==> config.mk <==
export PLATFORM = sky130hd
export DESIGN_NAME = hazard_scoreboard
export DESIGN_NICKNAME = d
export VERILOG_FILES = /design/src/rtl/hazard_scoreboard.sv
export SDC_FILE = /design/constraint.sdc
export NUM_CORES = 1
export LEC_CHECK = 0
export ABC_CLOCK_PERIOD_IN_PS = 3100
export CORE_AREA = 2 2 201 203
export CTS_CLUSTER_SIZE = 12
export DETAILED_ROUTE_END_ITERATION = 16
export DIE_AREA = 0 0 203 205
export SLEW_MARGIN = 10
export SYNTH_ARGS = -nofsm -noshare
export SYNTH_HDL_FRONTEND = slang
export SYNTH_SLANG_ARGS = --single-unit
==> constraint.sdc <==
create_clock -name clk -period 3.1 [get_ports clk]
set_input_delay 0.31 -clock clk [delete_from_list [all_inputs] [get_ports clk]]
set_output_delay 0.31 -clock clk [all_outputs]
set_load 0.03 [all_outputs]
==> src/rtl/hazard_scoreboard.sv <==
// hazard_scoreboard: RAW forwarding select for two decode operands across
// NUM_SRC prioritised sources, load-use detection, and a latency-counting
// scoreboard for one multi-cycle (mul/div) unit.
// Optional build macro HAZARD_PERF_EN adds saturating stall_cnt and
// mc_stall_cnt performance counters.
//
// Handshake: mc_start is a single-cycle issue pulse with no ready. It is
// accepted only when the unit is idle (mc_busy==0) and mc_flush is low.
// A start that arrives while busy is dropped and latches mc_overrun. The
// in-flight op keeps counting down in that case, so its latency is unchanged.
module hazard_scoreboard #(
  parameter int XLEN    = 64,
  parameter int REG_AW  = 5,
  parameter int NUM_SRC = 5,
  parameter int CNT_W   = 6
) (
  input  logic                      clk,
  input  logic                      reset,
  input  logic [REG_AW-1:0]         rs1,
  input  logic [REG_AW-1:0]         rs2,
  input  logic                      id_valid,
  input  logic                      id_is_mc,
  input  logic                      ex_regwrite,
  input  logic                      ex_memread,
  input  logic [REG_AW-1:0]         ex_dst,
  input  logic [NUM_SRC-1:0]        fwd_valid,
  input  logic [NUM_SRC*REG_AW-1:0] fwd_dst,
  input  logic [NUM_SRC*XLEN-1:0]   fwd_data,
  input  logic                      mc_start,
  input  logic [REG_AW-1:0]         mc_dst,
  input  logic [CNT_W-1:0]          mc_latency,
  input  logic                      mc_flush,
  output logic                      stall,
  output logic                      clear,
  output logic                      srca_mux,
  output logic [XLEN-1:0]           srca_forward,
  output logic                      srcb_mux,
  output logic [XLEN-1:0]           srcb_forward,
  output logic                      mc_busy,
  output logic                      mc_overrun
`ifdef HAZARD_PERF_EN
  ,
  output logic [31:0]               stall_cnt,
  output logic [31:0]               mc_stall_cnt
`endif
);

  logic [CNT_W-1:0]  cnt;
  logic [REG_AW-1:0] pend_dst;
  logic              overrun;
  logic              load_use;
  logic              mc_raw;
  logic              mc_struct;

  // Operand A forwarding: scan from the oldest source down so the lowest
  // matching index (youngest stage) is the one left standing.
  always_comb begin
    srca_mux     = 1'b0;
    srca_forward = '0;
    for (int i = NUM_SRC - 1; i >= 0; i--) begin
      if (fwd_valid[i] && (fwd_dst[i*REG_AW +: REG_AW] == rs1) && (rs1 != '0)) begin
        srca_mux     = 1'b1;
        srca_forward = fwd_data[i*XLEN +: XLEN];
      end
    end
  end

  // Operand B forwarding, same priority rule against rs2.
  always_comb begin
    srcb_mux     = 1'b0;
    srcb_forward = '0;
    for (int i = NUM_SRC - 1; i >= 0; i--) begin
      if (fwd_valid[i] && (fwd_dst[i*REG_AW +: REG_AW] == rs2) && (rs2 != '0)) begin
        srcb_mux     = 1'b1;
        srcb_forward = fwd_data[i*XLEN +: XLEN];
      end
    end
  end

  // Stall sources: load result not yet available, pending multi-cycle
  // destination read, or a second mc op before the unit frees. In the final
  // busy cycle (cnt==1) the unit frees on the edge, so no structural stall.
  always_comb begin
    load_use  = id_valid & ex_regwrite & ex_memread & (ex_dst != '0) &
                ((ex_dst == rs1) | (ex_dst == rs2));
    mc_raw    = id_valid & mc_busy & (pend_dst != '0) &
                ((pend_dst == rs1) | (pend_dst == rs2));
    mc_struct = id_valid & id_is_mc & mc_busy & (cnt != CNT_W'(1));
    stall     = load_use | mc_raw | mc_struct;
    clear     = stall;
  end

  assign mc_busy    = (cnt != '0);
  assign mc_overrun = overrun;

  // Scoreboard: flush beats start; a zero-latency start is accepted but
  // leaves the unit idle; a start while busy is dropped and flagged.
  always_ff @(posedge clk) begin
    if (!reset) begin
      cnt      <= '0;
      pend_dst <= '0;
      overrun  <= 1'b0;
    end else if (mc_flush) begin
      cnt <= '0;
    end else if (mc_start && !mc_busy) begin
      if (mc_latency != '0) begin
        cnt      <= mc_latency;
        pend_dst <= mc_dst;
      end
    end else if (mc_start && mc_busy) begin
      overrun <= 1'b1;
      cnt     <= cnt - 1'b1;
    end else if (mc_busy) begin
      cnt <= cnt - 1'b1;
    end
  end

`ifdef HAZARD_PERF_EN
  // Saturating stall counters for performance monitoring.
  always_ff @(posedge clk) begin
    if (!reset) begin
      stall_cnt    <= '0;
      mc_stall_cnt <= '0;
    end else begin
      if (stall && (stall_cnt != '1))
        stall_cnt <= stall_cnt + 1'b1;
      if ((mc_raw | mc_struct) && (mc_stall_cnt != '1))
        mc_stall_cnt <= mc_stall_cnt + 1'b1;
    end
  end
`endif

endmodule

==> out/qor.csv <==
stage;metric;value;unit
global_routing;grt_max_degree;59;
sta;slew_headroom;0.567;
global_routing;grt_pass1_wl;87400;um
sta;setup_viol;0;
yosys;synth_cell_type_count;52;
pwr;leakage;6.49;nW
global_routing;first_global_vias;13800;
placed_design;post-dp-hpwl;43500;um
min_path;hold_class;reg2reg;
cts;clock_latency;0.24;ns
yosys;synth_edf_count;0;
global_routing;antenna_found_initial;2;
setup_path;startpoint;rs2[2];
die;start_util;0.209;
cts;htree_num_levels;1;
cells_and_area;syn_to_final_growth;97.2;%
cts;cts_tree;done;
setup_path;worstPathRequired;2.79;ns
route;ant_nets;0;
die;pin_count;518;
setup_path;startpoint_type;primary input;
yosys;yosys-top-cells-area;o211ai_1, o221ai_1, a211oi_1;
yosys;yosysTopAreaCellShare;0.0877;
cts;cts_sinks;12;
sta;fmax;0.329;GHz
route;wl;61000;um
sta;finalHoldViolations;0;
sta;slew_viol_final;0;
setup_path;critPathMaxStageDelay;0.56;ns
placed_design;dpl_cell_area;15100;um2
min_path;worstHoldPathCells;1;
yosys;syn_area_per_cell;6.56;um2
yosys;synthCells;1252;
placed_design;pre_cts_ws;-0.365;ns
route;avgRoutedWirePerCell;25.7;um
min_path;min_to;mc_overrun;
die;placementRows;73;
yosys;yosys_warnings;0;
cts;clockBufferDepth;2;
sta;tightest_slew;0.648;ns
sta;finClkSkew;0.000438;ns
pwr;irDropWorstVdd;0.000329;V
cells_and_area;layout-drive-gt1-share;0.257;
yosys;synth_ff_type;dfxtp_1;
sta;period_minus_slack;3.04;ns
sta;tns;0;ns
setup_path;crit_chain;dlygate4sd2_1 > or4_4 > o211a_4 > and2_4 > buf_12 > bufbuf_16 > or4_4 > buf_12;
route;routed-via-count;13500;
setup_path;rr_worst_depth;5;
route;drt_iter0_markers;1055;
cells_and_area;fin_nets;2237;
cells_and_area;stdcell_area;16200;um2
min_path;hold_start;mc_overrun;
sta;rsz0062_at_grt;false;
yosys;synth-seq-cells;12;
route;vias_per_cell;5.68;
route;drc;0;
die;dieArea;41600;um2
setup_path;critical_path_class;in2out;
yosys;synthArstFlopShare;0;
setup_path;r2r_start;cnt[3];
sta;timing.final.crit_share;0.980;
yosys;syn-num-nets;1639;
route;drtPass1Iterations;5;
sta;setup_ws;0.0631;ns
global_routing;grt_util_all_layers;0.276;
setup_path;cp.arrival;2.73;ns
die;die_height;205;um
setup_path;r2r-end;pend_dst[3];
run_status;status;completed;
global_routing;grt-ovfl-total;0;
placed_design;gp_congestion;0.934;
pwr;fin_total_pwr;2.59;mW
yosys;synth_top_area_cell;o211ai_1;
setup_path;rrSetupSlack;1.19;ns
setup_path;cp_max_fo;12;
placed_design;port_buffers;517;
cts;postCtsHoldBufs;0;
cts;numCtsBuffers;3;
pwr;p_per_area;160;nW/um2
cts;clk_pin_slew;0.04;ns
die;core;39400;um2
yosys;ys_seq_area_frac;0.0292;
setup_path;crit_path_end_kind;primary output;
die;die_x;203;um
cells_and_area;fin_cells;2374;
placed_design;dp.cells;2319;
setup_path;cpMaxStageDelayCell;or4_4;
cts;clockRootBuffer;clkbuf_16;
job;max_cap_viol_count;0;
yosys;syn_area;8220;um2
==> timing repair <==
item                                   4_1_cts  5_1_grt
setup endpoints to repair                  126       71
gates cloned                                11        1
endpoints found under the hold margin        0        0
gates resized for setup                     60       33
pin swaps                                   20       21
setup buffers                               34        8
==> cell families after synthesis <==
family | Yosys count | synth area share
xor gates and xnor gates | 74 | 0.0789
adders and majority gates | 3 | 0.00457
DFF | 12 | 0.0292
muxes | 5 | 0.00609
and+or+nand+nor | 411 | 0.244
AOI/OAI and AO/OA | 459 | 0.479
buffers and inverters | 288 | 0.158
==> worst max-delay path, delay by kind of cell <==
family | cells | cell delay, ns
and+or+nand+nor | 3 | 1.26
AOI/OAI and AO/OA | 1 | 0.31
buffers and inverters | 4 | 0.83
==> synth_stat cells (4+ instances only) <==
master	count
a211oi_1	70
buf_6	14
nor2_1	83
nor2b_1	5
and3_1	65
a311oi_1	49
dfxtp_1	12
mux2i_1	5
nand4_1	8
inv_1	119
nand3_1	77
buf_2	46
clkbuf_1	91
nor3_1	64
o221ai_1	63
a21boi_1	21
o211a_1	4
o22ai_1	7
xnor2_1	51
xor2_1	23
a21boi_0	42
o311ai_0	12
a32oi_1	12
nand2_1	83
nor4_1	5
a221oi_1	30
and2_1	4
a31oi_1	7
buf_4	15
a221oi_2	33
o211ai_1	96
==> report_power, final <==
group,internal (mW),switching [mW],leakage (nW)
clock,0.168,0.0636,0.0370
sequential,0.177,0.0228,0.0981
combinational,1.08,1.08,6.35
total,1.42,1.17,6.49
==> area by class of cell <==
class | count | area (um2)
well taps | 525 | 657
inverters | 119 | 447
repair buffers | 760 | 7720
fillers | 3982 | 23200
diodes | 1 | 2.50
flip-flops and latches | 12 | 240
multi-input cells | 954 | 7060
clock buffers | 3 | 75.1
==> registers in the layout, indices dropped and copies added (netlist names) <==
register	cells
cnt	6
mc_overrun	1
pend_dst	5
==> worst max path at each step <==
stage | endpoint | slack (ns) | cells after the start
finish | srcb_mux | 0.06 | 8
CTS | srcb_forward[16] | 0.02 | 11
global route | srca_forward[30] | 0.004 | 10
floorplan | srcb_forward[10] | 0.15 | 8
detailed placement | srcb_forward[20] | -0.37 | 8
global placement | srcb_forward[12] | -0.36 | 8
==> per-layer routing <==
layer	track usage	share of wire
met1	0.347	0.40
met2	0.466	0.47
met3	0.0560	0.095
met4	0.0993	0.039
met5	0	0
==> stage by stage <==
step,hold slack (ns),util
floorplan,0.428,-
global placement,0.452,0.384
detailed placement,0.460,0.384
CTS,0.473,0.407
global route,0.514,0.412
finish,0.473,0.412
==> layout by cell type, fill, tap and decap left out, drive strengths merged, types with 5 or more instances in the layout <==
| master | netlist | layout |
|---|---|---|
| xor2 | 23 | 23 |
| nor2 | 83 | 84 |
| o22ai | 7 | 7 |
| dfxtp | 12 | 12 |
| inv | 119 | 119 |
| nand3 | 77 | 77 |
| nor3 | 65 | 65 |
| or4 | 5 | 5 |
| a311oi | 52 | 52 |
| nand4 | 8 | 8 |
| a211oi | 70 | 70 |
| nor4 | 5 | 5 |
| clkdlybuf4s50 | 0 | 374 |
| o221ai | 63 | 63 |
| a21boi | 63 | 63 |
| o311ai | 12 | 12 |
| and2 | 4 | 5 |
| nor2b | 5 | 5 |
| and3 | 65 | 65 |
| dlygate4sd2 | 0 | 9 |
| nand2 | 83 | 83 |
| o211ai | 98 | 98 |
| mux2i | 5 | 5 |
| buf | 78 | 369 |
| xnor2 | 51 | 51 |
| a221oi | 63 | 63 |
| a31oi | 7 | 7 |
| a32oi | 12 | 12 |
Note: power is estimated with default switching activity, not from simulation.
